### src/rtl/parity_serial_rx_pkg.sv
// Shared definitions for the parity serial receiver and its transmitter peer:
// FSM state encoding and parity-mode constants.
package parity_serial_rx_pkg;

  typedef enum logic [2:0] {
    ST_IDLE   = 3'd0,
    ST_START  = 3'd1,
    ST_DATA   = 3'd2,
    ST_PARITY = 3'd3,
    ST_STOP   = 3'd4,
    ST_BREAK  = 3'd5
  } rx_state_e;

  localparam logic PAR_EVEN = 1'b0;
  localparam logic PAR_ODD  = 1'b1;

endpackage

### src/rtl/parity_serial_rx_sync2.sv
// Two-flop synchroniser for an asynchronous idle-high serial line.
// Both flops reset to 1 so reset never looks like a start bit.
module parity_serial_rx_sync2 (
  input  logic clk,
  input  logic rst,
  input  logic async_in,
  output logic sync_out
);

  logic meta_d, meta_q;
  logic sync_d, sync_q;

  always_comb begin
    meta_d = async_in;
    sync_d = meta_q;
  end

  always_ff @(posedge clk or posedge rst) begin
    if (rst) begin
      meta_q <= 1'b1;
      sync_q <= 1'b1;
    end else begin
      meta_q <= meta_d;
      sync_q <= sync_d;
    end
  end

  assign sync_out = sync_q;

endmodule

### src/rtl/parity_serial_rx.sv
// Serial frame receiver: start, DATA_W data bits LSB-first, parity, stop.
// Reports each completed frame with a one-cycle valid plus held error flags.
module parity_serial_rx
  import parity_serial_rx_pkg::*;
#(
  parameter int DATA_W       = 8,
  parameter int CLKS_PER_BIT = 4,
  parameter int PARITY_ODD   = 0
) (
  input  logic              clk,
  input  logic              rst,
  input  logic              rxd,
  output logic [DATA_W-1:0] data,
  output logic              valid,
  output logic              parity_err,
  output logic              frame_err,
  output logic              busy
);

  localparam int CNT_W  = (CLKS_PER_BIT > 1) ? $clog2(CLKS_PER_BIT) : 1;
  localparam int BIDX_W = $clog2(DATA_W + 1);

  localparam logic [CNT_W-1:0]  HALF_M1  = CNT_W'(CLKS_PER_BIT / 2 - 1);
  localparam logic [CNT_W-1:0]  BIT_M1   = CNT_W'(CLKS_PER_BIT - 1);
  localparam logic [BIDX_W-1:0] LAST_BIT = BIDX_W'(DATA_W - 1);
  localparam logic              PAR_MODE = (PARITY_ODD != 0) ? PAR_ODD : PAR_EVEN;

  logic rxs;

  parity_serial_rx_sync2 u_sync (
    .clk      (clk),
    .rst      (rst),
    .async_in (rxd),
    .sync_out (rxs)
  );

  rx_state_e          state_d, state_q;
  logic [CNT_W-1:0]   cnt_d, cnt_q;
  logic [BIDX_W-1:0]  bitidx_d, bitidx_q;
  logic [DATA_W-1:0]  shreg_d, shreg_q;
  logic               run_par_d, run_par_q;
  logic               perr_n_d, perr_n_q;
  logic [DATA_W-1:0]  data_d, data_q;
  logic               valid_d, valid_q;
  logic               parity_err_d, parity_err_q;
  logic               frame_err_d, frame_err_q;
  logic               busy_d, busy_q;

  always_comb begin
    state_d      = state_q;
    cnt_d        = cnt_q;
    bitidx_d     = bitidx_q;
    shreg_d      = shreg_q;
    run_par_d    = run_par_q;
    perr_n_d     = perr_n_q;
    data_d       = data_q;
    valid_d      = 1'b0;
    parity_err_d = parity_err_q;
    frame_err_d  = frame_err_q;

    case (state_q)
      ST_IDLE: begin
        if (!rxs) begin
          state_d = ST_START;
          cnt_d   = '0;
        end
      end
      ST_START: begin
        if (cnt_q == HALF_M1) begin
          // A start bit that has already gone high by mid-bit is line noise.
          if (rxs) begin
            state_d = ST_IDLE;
          end else begin
            state_d   = ST_DATA;
            cnt_d     = '0;
            bitidx_d  = '0;
            run_par_d = 1'b0;
          end
        end else begin
          cnt_d = cnt_q + CNT_W'(1);
        end
      end
      ST_DATA: begin
        if (cnt_q == BIT_M1) begin
          cnt_d              = '0;
          shreg_d            = shreg_q >> 1;
          shreg_d[DATA_W-1]  = rxs;
          run_par_d          = run_par_q ^ rxs;
          bitidx_d           = bitidx_q + BIDX_W'(1);
          if (bitidx_q == LAST_BIT) state_d = ST_PARITY;
        end else begin
          cnt_d = cnt_q + CNT_W'(1);
        end
      end
      ST_PARITY: begin
        if (cnt_q == BIT_M1) begin
          cnt_d    = '0;
          perr_n_d = run_par_q ^ rxs ^ PAR_MODE;
          state_d  = ST_STOP;
        end else begin
          cnt_d = cnt_q + CNT_W'(1);
        end
      end
      ST_STOP: begin
        if (cnt_q == BIT_M1) begin
          cnt_d        = '0;
          valid_d      = 1'b1;
          data_d       = shreg_q;
          parity_err_d = perr_n_q;
          frame_err_d  = ~rxs;
          // Leaving at mid-stop gives half a bit to catch a back-to-back start.
          state_d      = rxs ? ST_IDLE : ST_BREAK;
        end else begin
          cnt_d = cnt_q + CNT_W'(1);
        end
      end
      ST_BREAK: begin
        if (rxs) state_d = ST_IDLE;
      end
      default: state_d = ST_IDLE;
    endcase

    busy_d = (state_d != ST_IDLE);
  end

  always_ff @(posedge clk or posedge rst) begin
    if (rst) begin
      state_q      <= ST_IDLE;
      cnt_q        <= '0;
      bitidx_q     <= '0;
      shreg_q      <= '0;
      run_par_q    <= 1'b0;
      perr_n_q     <= 1'b0;
      data_q       <= '0;
      valid_q      <= 1'b0;
      parity_err_q <= 1'b0;
      frame_err_q  <= 1'b0;
      busy_q       <= 1'b0;
    end else begin
      state_q      <= state_d;
      cnt_q        <= cnt_d;
      bitidx_q     <= bitidx_d;
      shreg_q      <= shreg_d;
      run_par_q    <= run_par_d;
      perr_n_q     <= perr_n_d;
      data_q       <= data_d;
      valid_q      <= valid_d;
      parity_err_q <= parity_err_d;
      frame_err_q  <= frame_err_d;
      busy_q       <= busy_d;
    end
  end

  assign data       = data_q;
  assign valid      = valid_q;
  assign parity_err = parity_err_q;
  assign frame_err  = frame_err_q;
  assign busy       = busy_q;

endmodule

### config.mk
export PLATFORM = sky130hd
export DESIGN_NAME = parity_serial_rx
export DESIGN_NICKNAME = d
export VERILOG_FILES = /design/src/rtl/parity_serial_rx_pkg.sv /design/src/rtl/parity_serial_rx_sync2.sv /design/src/rtl/parity_serial_rx.sv
export SDC_FILE = /design/constraint.sdc
export NUM_CORES = 1
export LEC_CHECK = 0
export BUFFER_PORTS_ARGS = -buffer_cell sky130_fd_sc_hd__buf_2
export CAP_MARGIN = 15
export CORE_ASPECT_RATIO = 0.75
export CORE_MARGIN = 2
export CORE_UTILIZATION = 51
export CTS_CLUSTER_SIZE = 14
export DETAILED_ROUTE_END_ITERATION = 8
export PLACE_DENSITY = 0.76
export REMOVE_ABC_BUFFERS = 1
export SLEW_MARGIN = 20
export SYNTH_ARGS = -nofsm -noshare
export SYNTH_HDL_FRONTEND = slang
export SYNTH_SLANG_ARGS = --single-unit
### constraint.sdc
create_clock -name clk -period 1.4 [get_ports clk]
set_input_delay 0.07 -clock clk [delete_from_list [all_inputs] [get_ports clk]]
set_output_delay 0.07 -clock clk [all_outputs]
set_load 0.005 [all_outputs]
==> results_dict.tcl <==
set metrics [dict create \
    root_buffer "clkbuf_8" \
    period_minus_slack_ps 1510 \
    htreeDepth 2 \
    portBuffers 14 \
    worstPathArrival_ps 1690 \
    p_int_mw 2.68 \
    grt_usage 0.192 \
    startpoint_type "register" \
    wl_per_cell_um 16.8 \
    antenna_found_initial 0 \
    violations "setup timing" \
    routed_via_density 5.50 \
    cts_max_path_buffers 2 \
    routed_wl_um 3270 \
    worstPathRequired_ps 1580 \
    syn_avg_cell_area_um2 12.2 \
    ys_top_cells_by_count "dfrtp_1, mux2_1, a21oi_1, nand2_1, nor2_1" \
    grt_max_degree 34 \
    fin_area_um2 2050 \
    yosys-top-cells-area "dfrtp_1, mux2_1, mux2_2, dfstp_2, ha_1" \
    vdd_drop_max_v 0.00128 \
    netSwitchingFraction 0.313 \
    cellPowerDensity_nw_per_um2 1900 \
    seq_power_share 0.357 \
    slew_viol_final 0 \
    pre_cts_slack_ps -124 \
    fp.dieW_um 65.7 \
    async_reset_ff_frac 1.00 \
    syn_inst 119 \
    drc 0 \
    clkPwrFrac 0.269 \
    die-area_um2 3300 \
    maxCapViolCount 0 \
    cts_tree "done" \
    start_util 0.547 \
    synth-seq-cells 33 \
    grt-ovfl-total 0 \
    syn_to_final_growth_pct 41.1 \
    die_h_um 50.3 \
    cts_made_buffers 5 \
    netlist.top_cell.by_area "dfrtp_1" \
    critPathCaptureType "register" \
    ant_nets 0 \
    dp_hpwl_um 1760 \
    tightest_slew_ps 406 \
    layout_setup_ws_ps -114 \
    fin_nets 164 \
    period_share 1.08 \
    clk_pin_slew_ps 70 \
    drtIter0Drc 59 \
    core_region_area_um2 2660 \
    drtPass1Iterations 4 \
    finalClockSkew_ps 5.31 \
    synthFlopType "dfrtp_1" \
    grt_pass1_wl_um 4610 \
    fmax_ghz 0.660 \
    synth.cell_area_um2 1460 \
    placed_area_um2 1650 \
    layout-drive-gt1-share 0.522 \
    ys_warn_count 0 \
    ys_types 35 \
    antenna_cells 0 \
    fin_tns_setup_ps -1200 \
    yosysMostFrequentCell "dfrtp_1" \
    grt_pass1_vias 1035 \
    synth_edf_count 0 \
    status "finished, violations left" \
    row_count 16 \
    netlist.area_leader.share 0.533 \
    ios 15 \
    p_leak_nw 0.977 \
    gp_congestion 0.766 \
    setup.worst_path.class "reg -> reg" \
    slew_headroom 0.729 \
    fin_hold_ws_ps 366 \
    hold_path_class "reg -> reg" \
    p_sw_mw 1.22 \
    crit_fanout 6 \
    p_comb_frac 0.375 \
    ys_seq_area_frac 0.569 \
    vias 1073 \
    setup_violations 20 \
    clock_latency_ps 290 \
    hold_viol_final 0 \
    rsz0062_at_grt "yes" \
    cts.sinks 33 \
]
## worst paths after layout
kind / start / slack (ps) / end / depth (start not counted)
setup / recovery: cnt_q[1]$_DFFE_PP0P_ / -110 / shreg_q[3]$_DFFE_PP0P_ / 6
hold / removal: u_sync.meta_q$_DFF_PP1_ / 370 / u_sync.sync_out$_DFF_PP1_ / 0
setup reg to reg: cnt_q[1]$_DFFE_PP0P_ / -110 / shreg_q[3]$_DFFE_PP0P_ / 6
hold reg to reg: u_sync.meta_q$_DFF_PP1_ / 370 / u_sync.sync_out$_DFF_PP1_ / 0
max in group asynchronous: rst / 660 / u_sync.meta_q$_DFF_PP1_ / 4
min in group asynchronous: rst / 410 / parity_err$_DFFE_PP0P_ / 4
## sequential cells by signal, summed over array words and instances (netlist names), 2 cells and up
name      count
bitidx_q      4
data          8
cnt_q         2
shreg_q       8
state_q       3
## per-stage QoR
step,power [mW],utilization,cells
after floorplan,1.95,-,113
after global placement,2.31,0.620,178
after detailed placement,2.36,0.620,178
after CTS,3.52,0.695,191
after global routing,4.14,0.772,195
final,3.90,0.772,195
## power groups by stage
| stage | registers (mW) | clock network [mW] | logic, mW |
|---|---|---|---|
| after CTS | 1.35 | 1.06 | 1.11 |
| final | 1.39 | 1.05 | 1.46 |
| after detailed placement | 1.36 | 0 | 0.999 |
| after global placement | 1.34 | 0 | 0.966 |
| after floorplan | 1.37 | 0 | 0.582 |
| after global routing | 1.42 | 1.12 | 1.59 |
## critical path, cell delays in order (launching register included)
cell and delay (ps):
dfrtp_1 380, buf_6 110, ha_4 160, nand2b_4 90
nor2_4 190, clkbuf_16 180, mux2_4 290
## layer usage
metal	GRT usage	share of wire	vias up
met5	0	0	-
met4	0.111	0.027	0
met3	0.0538	0.054	13
met2	0.310	0.49	30
met1	0.230	0.43	535
li1	-	-	495
## cells by family (layout without fill, tap and decap cells)
group	Yosys count	in the layout	share of synthesized area
AO/OA/AOI/OAI	18	18	0.0773
XOR/XNOR	1	1	0.00601
multiplexers	19	19	0.146
buffers and inverters	11	51	0.0447
flip-flops	33	33	0.569
AND/OR/NAND/NOR	34	34	0.131
adder cells (fa/ha/maj)	3	3	0.0258
## timing repair
item | in CTS | in global routing
gates cloned | 0 | 1
pin swaps | 6 | 6
endpoints found under the hold margin | 32 | 0
setup buffers | 3 | 4
setup endpoints to repair | 23 | 28
gates resized for setup | 7 | 38
hold buffers | 2 | 0
## layout make-up
class	instances	area [um^2]
inverter	5	18.8
clock inverter	3	65.1
clock buffer	5	68.8
fill	148	608
sequential	33	831
multi-input combinational	75	714
timing repair buffer	38	312
tap	36	45.0
## cells in the final DEF (no fill, tap or decap), types with 2 or more instances in the layout
master,count
a21oi_1,5
a21oi_2,2
a221o_1,2
buf_2,14
buf_4,13
buf_6,7
bufinv_16,2
clkbuf_8,5
dfrtp_1,29
dfrtp_2,2
dfstp_2,2
dlygate4sd3_1,2
ha_4,2
inv_1,4
mux2_4,18
nand2_1,7
nand2b_4,2
nand3b_1,2
nor2_1,4
nor2_4,3
nor2b_1,2
nor3_1,2
o21ai_0,3
or2_2,3
Power figures use the tool's default switching activity.
